`src/rtl/fetch_sequencer_if.sv`:
```
// Handshake/bus bundle between the fetch sequencer, its instruction BRAM
// and the decode/datapath stage.
interface fetch_sequencer_if #(
  parameter int AW = 10
);
  logic [AW-1:0] imem_addr;
  logic [31:0]   imem_rdata;
  logic [31:0]   instr;
  logic          instr_valid;
  logic          stage_done;
  logic [2:0]    br_op;
  logic [15:0]   br_offset;
  logic [31:0]   reg_target;
  logic          flag_we;
  logic          zero_in;
  logic          carry_in;
  logic          sign_in;
  logic          ovf_in;
  logic [31:0]   npc;
  logic [31:0]   pc;
  logic [3:0]    flags;   // architectural flags {ovf, sign, carry, zero}, observation only
  logic          halt;
  logic          halted;

  modport master (
    output imem_addr, instr, instr_valid, npc, pc, flags, halted,
    input  imem_rdata, stage_done, br_op, br_offset, reg_target, flag_we,
           zero_in, carry_in, sign_in, ovf_in, halt
  );

  modport slave (
    input  imem_addr, instr, instr_valid, npc, pc, flags, halted,
    output imem_rdata, stage_done, br_op, br_offset, reg_target, flag_we,
           zero_in, carry_in, sign_in, ovf_in, halt
  );
endinterface

```
`src/rtl/fetch_sequencer.sv`:
```
// PC / instruction-fetch sequencer: fetches one 32-bit word from a
// synchronous BRAM, issues it, waits for the datapath ack, resolves the
// branch from the committed flags and advances the PC. One instruction in flight.
module fetch_sequencer #(
  parameter int          AW       = 10,
  parameter int          IMEM_LAT = 1,
  parameter logic [31:0] RST_PC   = 32'h0000_0000
) (
  input logic            clk,
  input logic            rst,
  fetch_sequencer_if.master bus
);

  localparam logic [2:0] S_FETCH  = 3'd0;
  localparam logic [2:0] S_WAIT   = 3'd1;
  localparam logic [2:0] S_ISSUE  = 3'd2;
  localparam logic [2:0] S_UPDATE = 3'd3;
  localparam logic [2:0] S_HALT   = 3'd4;

  localparam logic [1:0] LAT_M1 = 2'(IMEM_LAT - 1);

  logic [2:0]    state;
  logic [1:0]    wait_cnt;
  logic [31:0]   pc_q;
  logic [31:0]   tgt_q;
  logic [31:0]   instr_q;
  logic          vld_q;
  logic [3:0]    flags_q;   // {ovf, sign, carry, zero}
  logic [AW-1:0] addr_q;

  logic [31:0]   npc;
  logic [31:0]   rel_tgt;
  logic [31:0]   br_tgt;
  logic          z_eff;
  logic          c_eff;

  // Branch resolution; conditions see this instruction's own flag commit.
  always_comb begin
    npc     = pc_q + 32'd4;
    rel_tgt = npc + {{14{bus.br_offset[15]}}, bus.br_offset, 2'b00};
    z_eff   = bus.flag_we ? bus.zero_in  : flags_q[0];
    c_eff   = bus.flag_we ? bus.carry_in : flags_q[1];
    br_tgt  = npc;
    case (bus.br_op)
      3'd1, 3'd6: br_tgt = rel_tgt;
      3'd2:       br_tgt = z_eff  ? rel_tgt : npc;
      3'd3:       br_tgt = !z_eff ? rel_tgt : npc;
      3'd4:       br_tgt = c_eff  ? rel_tgt : npc;
      3'd5:       br_tgt = !c_eff ? rel_tgt : npc;
      3'd7:       br_tgt = bus.reg_target & 32'hFFFF_FFFC;
      default:    br_tgt = npc;
    endcase
  end

  // Sequencer FSM: FETCH -> WAIT -> ISSUE -> UPDATE -> FETCH, HALT is terminal.
  always_ff @(posedge clk or negedge rst) begin
    if (!rst) begin
      state    <= S_FETCH;
      wait_cnt <= '0;
      pc_q     <= RST_PC;
      tgt_q    <= RST_PC;
      instr_q  <= '0;
      vld_q    <= 1'b0;
      flags_q  <= '0;
      addr_q   <= RST_PC[AW+1:2];
    end else begin
      case (state)
        S_FETCH: begin
          addr_q   <= pc_q[AW+1:2];
          wait_cnt <= LAT_M1;
          state    <= S_WAIT;
        end
        S_WAIT: begin
          if (wait_cnt == 2'd0) begin
            instr_q <= bus.imem_rdata;
            vld_q   <= 1'b1;
            state   <= S_ISSUE;
          end else begin
            wait_cnt <= wait_cnt - 2'd1;
          end
        end
        S_ISSUE: begin
          if (bus.stage_done) begin
            if (bus.flag_we)
              flags_q <= {bus.ovf_in, bus.sign_in, bus.carry_in, bus.zero_in};
            tgt_q <= br_tgt;
            vld_q <= 1'b0;
            state <= S_UPDATE;
          end
        end
        S_UPDATE: begin
          pc_q  <= tgt_q;
          state <= bus.halt ? S_HALT : S_FETCH;
        end
        default: state <= S_HALT;
      endcase
    end
  end

  // Address goes out straight from pc in FETCH so the BRAM samples it on
  // that edge; afterwards it is held, including across HALT.
  assign bus.imem_addr   = (state == S_FETCH) ? pc_q[AW+1:2] : addr_q;
  assign bus.instr       = instr_q;
  assign bus.instr_valid = vld_q;
  assign bus.npc         = npc;
  assign bus.pc          = pc_q;
  assign bus.flags       = flags_q;
  assign bus.halted      = (state == S_HALT);

endmodule

```
`src/flat_wrapper.sv`:
```
// flat-port wrapper written by rule: the top's interface ports become plain ports
module fetch_sequencer_flat 
#(
  parameter int          AW       = 10,
  parameter int          IMEM_LAT = 1,
  parameter logic [31:0] RST_PC   = 32'h0000_0000
)
  (clk, rst, bus_imem_addr, bus_instr, bus_instr_valid, bus_npc, bus_pc, bus_flags, bus_halted, bus_imem_rdata, bus_stage_done, bus_br_op, bus_br_offset, bus_reg_target, bus_flag_we, bus_zero_in, bus_carry_in, bus_sign_in, bus_ovf_in, bus_halt);
  fetch_sequencer_if #(.AW(AW)) bus_i ();
  input logic clk;
  input logic rst;
  output wire logic [$bits(bus_i.imem_addr)-1:0] bus_imem_addr;
  output wire logic [$bits(bus_i.instr)-1:0] bus_instr;
  output wire logic [$bits(bus_i.instr_valid)-1:0] bus_instr_valid;
  output wire logic [$bits(bus_i.npc)-1:0] bus_npc;
  output wire logic [$bits(bus_i.pc)-1:0] bus_pc;
  output wire logic [$bits(bus_i.flags)-1:0] bus_flags;
  output wire logic [$bits(bus_i.halted)-1:0] bus_halted;
  input wire logic [$bits(bus_i.imem_rdata)-1:0] bus_imem_rdata;
  input wire logic [$bits(bus_i.stage_done)-1:0] bus_stage_done;
  input wire logic [$bits(bus_i.br_op)-1:0] bus_br_op;
  input wire logic [$bits(bus_i.br_offset)-1:0] bus_br_offset;
  input wire logic [$bits(bus_i.reg_target)-1:0] bus_reg_target;
  input wire logic [$bits(bus_i.flag_we)-1:0] bus_flag_we;
  input wire logic [$bits(bus_i.zero_in)-1:0] bus_zero_in;
  input wire logic [$bits(bus_i.carry_in)-1:0] bus_carry_in;
  input wire logic [$bits(bus_i.sign_in)-1:0] bus_sign_in;
  input wire logic [$bits(bus_i.ovf_in)-1:0] bus_ovf_in;
  input wire logic [$bits(bus_i.halt)-1:0] bus_halt;
  assign bus_imem_addr = bus_i.imem_addr;
  assign bus_instr = bus_i.instr;
  assign bus_instr_valid = bus_i.instr_valid;
  assign bus_npc = bus_i.npc;
  assign bus_pc = bus_i.pc;
  assign bus_flags = bus_i.flags;
  assign bus_halted = bus_i.halted;
  assign bus_i.imem_rdata = bus_imem_rdata;
  assign bus_i.stage_done = bus_stage_done;
  assign bus_i.br_op = bus_br_op;
  assign bus_i.br_offset = bus_br_offset;
  assign bus_i.reg_target = bus_reg_target;
  assign bus_i.flag_we = bus_flag_we;
  assign bus_i.zero_in = bus_zero_in;
  assign bus_i.carry_in = bus_carry_in;
  assign bus_i.sign_in = bus_sign_in;
  assign bus_i.ovf_in = bus_ovf_in;
  assign bus_i.halt = bus_halt;
  fetch_sequencer #(.AW(AW), .IMEM_LAT(IMEM_LAT), .RST_PC(RST_PC)) u_core (.clk(clk), .rst(rst), .bus(bus_i));
endmodule
```
`config.mk`:
```
export PLATFORM = sky130hd
export DESIGN_NAME = fetch_sequencer_flat
export DESIGN_NICKNAME = d
export VERILOG_FILES = /design/src/rtl/fetch_sequencer_if.sv /design/src/rtl/fetch_sequencer.sv /design/src/flat_wrapper.sv
export SDC_FILE = /design/constraint.sdc
export NUM_CORES = 1
export LEC_CHECK = 0
export CAP_MARGIN = 20
export CORE_UTILIZATION = 40
export DETAILED_ROUTE_END_ITERATION = 8
export GPL_ROUTABILITY_DRIVEN = 0
export PLACE_DENSITY = 0.69
export SETUP_SLACK_MARGIN = 0.02
export SKIP_CTS_REPAIR_TIMING = 1
export SLEW_MARGIN = 30
export SYNTH_ARGS = -nofsm -noshare
export SYNTH_HDL_FRONTEND = slang
export SYNTH_SLANG_ARGS = --single-unit
```
`constraint.sdc`:
```
create_clock -name clk -period 9.65 [get_ports clk]
set_clock_uncertainty 0.15 [all_clocks]
set_input_delay 1.4475 -clock clk [delete_from_list [all_inputs] [get_ports clk]]
set_output_delay 1.4475 -clock clk [all_outputs]
set_load 0.02 [all_outputs]
```
==> impl_metrics.json, run 1 <==
{
  "finalWirelength_mm": 20.21,
  "synth_edf_count": 0,
  "layout-drive-gt1-share": 0.1564,
  "post_drt_wl_per_cell_um": 18.44,
  "post-place-ws_ns": 4.750,
  "vias": 6066,
  "cts_tree": "yes",
  "syn_inst": 665,
  "crit_required_ns": 8.05,
  "start_kind": "flop",
  "viasPerCell": 5.535,
  "grt_max_degree": 61,
  "start_util": 0.4146,
  "first_global_vias": 6179,
  "power.density_nw_per_um2": 351.8,
  "holdCritPathClass": "reg -> reg",
  "syn2layout_area_growth_pct": 40.90,
  "synth_nets": 793,
  "synth-seq-cells": 116,
  "cts_buffers": 17,
  "synth_cell_types": 64,
  "post-synth-top-count-cell": "dfrtp_1",
  "dp_hpwl_mm": 14.61,
  "synth_top_cell_area_share": 0.4178,
  "worstPathArrival_ns": 3.70,
  "io_pins": 204,
  "clk_pin_slew_ns": 0.05,
  "finalWorstSetupSlack_ns": 4.355,
  "syn-cell-area_um2": 6948,
  "finalSetupTns_ns": 0,
  "ys_top_cells_by_count": "116 x dfrtp_1, 79 x mux2_2, 54 x nand2_1, 41 x nor2_1, 35 x ha_1",
  "cap_viol_max_count": 0,
  "tightest_slew_ns": 0.8902,
  "die_w_um": 133.8,
  "die_area_um2": 17900,
  "slew_violations": 0,
  "htree_num_levels": 4,
  "core-area_um2": 16760,
  "antenna_found_initial": 1,
  "crit_type": "reg -> out",
  "grt_use_total": 0.2319,
  "cts_buffer_depth": 2,
  "setup_viol": 0,
  "rows": 47,
  "hold_viol": 0,
  "cts.sinks": 116,
  "period_needed_ns": 5.295,
  "status": "finished, final reports clean",
  "drcViolationCount": 0,
  "p_leak_uw": 0.004191,
  "maxSlewHeadroom": 0.4051,
  "antenna_cells": 0,
  "postSynthAreaPerCell_um2": 10.45,
  "endpoint_kind": "output pin",
  "rsz0062_at_grt": "false",
  "layout.nets": 991,
  "period_share": 0.5487,
  "clock_latency_ns": 0.41,
  "max_freq_mhz": 188.9,
  "grt-ovfl-total": 0,
  "grt_pass1_wl_mm": 32.26,
  "die_h_um": 133.8,
  "async_flop_share": 1.000,
  "seq_area_frac_synth": 0.4178,
  "synth_top_flop_cell": "dfrtp_1",
  "port_buffers": 201,
  "synth.area.top_cells": "dfrtp_1 42%, mux2_2 13%, ha_1 6.3%, xnor2_1 4.3%, nand2_1 2.9%",
  "ir_worst_vdd_uv": 190.0,
  "yosys_warnings": 0,
  "synth_top_cell_by_area": "dfrtp_1",
  "ant_nets": 0,
  "dr.pass1.iters": 4,
  "drtIter0Drc": 364,
  "root_buffer": "clkbuf_16",
  "crit_fanout": 7
}
## layout by cell type, fill, tap and decap left out, drive strengths merged, types with 9 or more instances in the layout
master	count
inv	16
ha	35
nor2	42
a222oi	11
nor3	10
a221oi	15
clkbuf	20
clkdlybuf4s50	200
and3	9
nand2	54
nand3	14
xor2	22
a21o	17
xnor2	35
dfrtp	116
mux2	79
nand4	12
buf	10
o21ai	33
nand2b	10
a21oi	34
## state kept, by name (all words and copies together), names as in the netlist
register	count
u_core.wait_cnt	2
u_core.tgt_q	32
u_core.bus.instr_valid	1
u_core.bus.instr	32
u_core.bus.pc	32
u_core.bus.flags	4
u_core.state	3
u_core.addr_q	10
## cells by family after synthesis
logic type | synth area share
muxes | 0.1338
adders and majority gates | 0.06591
xor gates and xnor gates | 0.07293
DFF | 0.4178
AOI/OAI and AO/OA | 0.1532
and+or+nand+nor | 0.1282
buffers and inverters | 0.02809
## power by group
part           internal, µW  total [µW]  switching (µW)  leakage [µW]
logic                   929        1900             966       0.00249
registers               709         910             201       0.00142
clock network           412         639             227      0.000279
## area by class of cell
type / count / area (µm²)
multi-input cells: 503 / 3876
well taps: 220 / 275.3
inverters: 15 / 56.30
repair buffers: 210 / 2077
clock buffers: 20 / 446.7
flip-flops and latches: 116 / 2903
clock inverters: 12 / 155.1
fillers: 1419 / 6970
## through the flow
step / total power [µW] / utilization / hold WS [ns] / cell area [µm²] / std cells
2_1_floorplan: 2046 / - / 0.2960 / 6948 / 665
3_3_place_gp: 2759 / 0.5474 / 0.3110 / 9174 / 1064
3_5_place_dp: 2799 / 0.5474 / 0.3204 / 9174 / 1064
4_1_cts: 3460 / 0.5833 / 0.3320 / 9776 / 1096
5_1_grt: 3668 / 0.5841 / 0.3542 / 9789 / 1096
6_report: 3444 / 0.5841 / 0.3254 / 9789 / 1096
## critical path, cell delays in order, from the launching register on
cell and delay, ns:
dfrtp_1 0.48, ha_1 0.26, nand4_1 0.32, nor3_1 0.56, nand3_1 0.37, nor2_1 0.22, xor2_1 0.39, clkdlybuf4s50_1 0.69
## metal layers
layer  global-route usage  vias to the layer above  wire (µm)
met2               0.3837                      243       9912
met3              0.05556                       25       1470
met4              0.07955                        0        326
met1               0.2960                     2952       8499
met5                    0                        -          0
li1                     -                     2846          -
## path summary, 6_finish.rpt
check                                       from           endpoint  slack, ns  cells after the start
worst max-delay path            u_core.bus.pc[2]        bus_npc[30]       4.36                      7
worst min-delay path            u_core.tgt_q[12]   u_core.tgt_q[12]       0.33                      2
worst max register to register  u_core.bus.pc[2]   u_core.tgt_q[30]       5.03                     15
worst min register to register  u_core.tgt_q[12]   u_core.tgt_q[12]       0.33                      2
max in group asynchronous                    rst    u_core.state[2]       7.11                      2
min in group asynchronous                    rst  u_core.bus.pc[14]       0.96                      1
Note: power is estimated with default switching activity, not from simulation.
==> inputs of run 2 (changes only) <==
Clock period 9.65 ns to 4.9 ns, I/O delays scaled along.
==> run 2 against run 1 <==
Combinational power increased by 97%. Global-route usage rose by 0.51 points. Via count is 0.21% lower. Hold slack lost 0.24 ns. Final area rose by 0.23%. Register-to-register slack got worse by 4.6 ns. Sequential power rose by 97%. Largest power group unchanged.
==> impl_metrics.json, run 2 (synthesis gave the netlist of run 1 again) <==
{
  "status": "finished, final reports clean",
  "max_freq_mhz": 225.7,
  "period_share": 0.9042,
  "tightest_slew_ns": 0.9326,
  "final_common_cell": "clkdlybuf4s50_1",
  "reg2reg_slack_ns": 0.47,
  "dr.pass1.iters": 5,
  "critPathBufInv": 1,
  "layout-drive-gt1-share": 0.1635,
  "holdCritPathClass": "in -> async",
  "endpoint_kind": "output pin",
  "start_util": 0.4146,
  "path_cells": "and4_1 -> nand3_2 -> nor3_1 -> nand3_1 -> nor2_1 -> xor2_1 -> clkdlybuf4s50_1",
  "drcViolationCount": 0,
  "regArea_um2": 2903,
  "ir_worst_vdd_uv": 427.6,
  "htree_num_levels": 4,
  "startpoint": "u_core.bus.pc[11]",
  "cts_tree": "yes",
  "crit_fanout": 9,
  "syn2layout_area_growth_pct": 41.22,
  "r2r_start": "u_core.bus.pc[11]",
  "viasPerCell": 5.498,
  "crit_cells": 7,
  "setup_viol": 0,
  "crit_family": "simple AND/OR/NAND/NOR gates",
  "vias": 6053,
  "io_pins": 204,
  "die_h_um": 133.8,
  "finalSetupTns_ns": 0,
  "slowest_stage": "clkdlybuf4s50_1",
  "finalWirelength_mm": 20.52,
  "dp_hpwl_mm": 15.15,
  "multi_input_area_um2": 3870,
  "post_drt_wl_per_cell_um": 18.64,
  "crit_required_ns": 4.01,
  "p_leak_uw": 0.004222,
  "reg2reg_depth": 15,
  "grt_max_degree": 56,
  "antenna_found_initial": 1,
  "final_util": 0.5854,
  "die_w_um": 133.8,
  "layout_common_cells": "200 x clkdlybuf4s50_1, 116 x dfrtp_1, 79 x mux2_2",
  "core-area_um2": 16760,
  "endpoint": "bus_npc[30]",
  "start_kind": "flop",
  "root_buffer": "clkbuf_16",
  "rsz0062_at_grt": "false",
  "cts_buffers": 17,
  "die_area_um2": 17900,
  "crit_type": "reg -> out",
  "rows": 47,
  "port_buffers": 201,
  "antenna_cells": 0,
  "reg2reg_to": "u_core.tgt_q[30]",
  "ant_nets": 0,
  "finalNonFillerCells": 1101,
  "power.total_uw": 6798,
  "slowest_delay_ns": 0.69,
  "grt_use_total": 0.2370,
  "cts_buffer_depth": 2,
  "slew_violations": 0,
  "layout.nets": 996,
  "post-place-cells": 1069,
  "worstPathArrival_ns": 3.55,
  "hold_viol": 0,
  "clock_latency_ns": 0.42,
  "period_needed_ns": 4.431,
  "grt_pass1_wl_mm": 33.03,
  "cts.sinks": 116,
  "cap_viol_max_count": 0,
  "clk_pin_slew_ns": 0.06,
  "grt-ovfl-total": 0,
  "power.density_nw_per_um2": 692.8,
  "maxSlewHeadroom": 0.3748,
  "fillCellCount": 1422,
  "drtIter0Drc": 422,
  "first_global_vias": 6355
}
run 2: routing by layer:
metal  share of wire  track usage  vias to the layer above
li1                -            -                     2857
met1            0.44       0.3044                     2940
met2            0.48       0.3840                      226
met3           0.068      0.05971                       30
met4           0.017      0.08965                        0
met5               0            0                        -
run 2: cell type report:
class / instances / area share
Sequential cell: 116 / 0.2958
Inverter: 15 / 0.005738
Multi-Input combinational cell: 503 / 0.3944
Tap cell: 220 / 0.02805
Timing Repair Buffer: 215 / 0.2155
Clock inverter: 15 / 0.01709
Clock buffer: 17 / 0.04336
run 2: through the flow:
step	setup WS (ns)	hold WS [ns]	instance area [µm²]
after floorplan	0.7172	0.2894	6948
after global placement	0.6066	0.3106	9211
after detailed placement	0.5215	0.3203	9211
after CTS	0.4321	0.07608	9804
after global routing	0.1366	0.09922	9812
final	0.4693	0.08502	9812
run 2: power by group:
group	internal (µW)	total [µW]	switching, µW
clock network	761	1260	498
logic	1840	3740	1910
registers	1400	1790	398
total	3990	6800	2800
run 2: how the worst min path moves through the flow:
stage	startpoint	to	slack (ns)
3_3_place_gp	u_core.tgt_q[21]	u_core.tgt_q[21]	0.31
3_5_place_dp	u_core.tgt_q[13]	u_core.tgt_q[13]	0.32
2_1_floorplan	rst	u_core.addr_q[0]	0.29
4_1_cts	rst	u_core.bus.pc[10]	0.08
5_1_grt	rst	u_core.bus.pc[10]	0.1
6_report	rst	u_core.tgt_q[19]	0.09
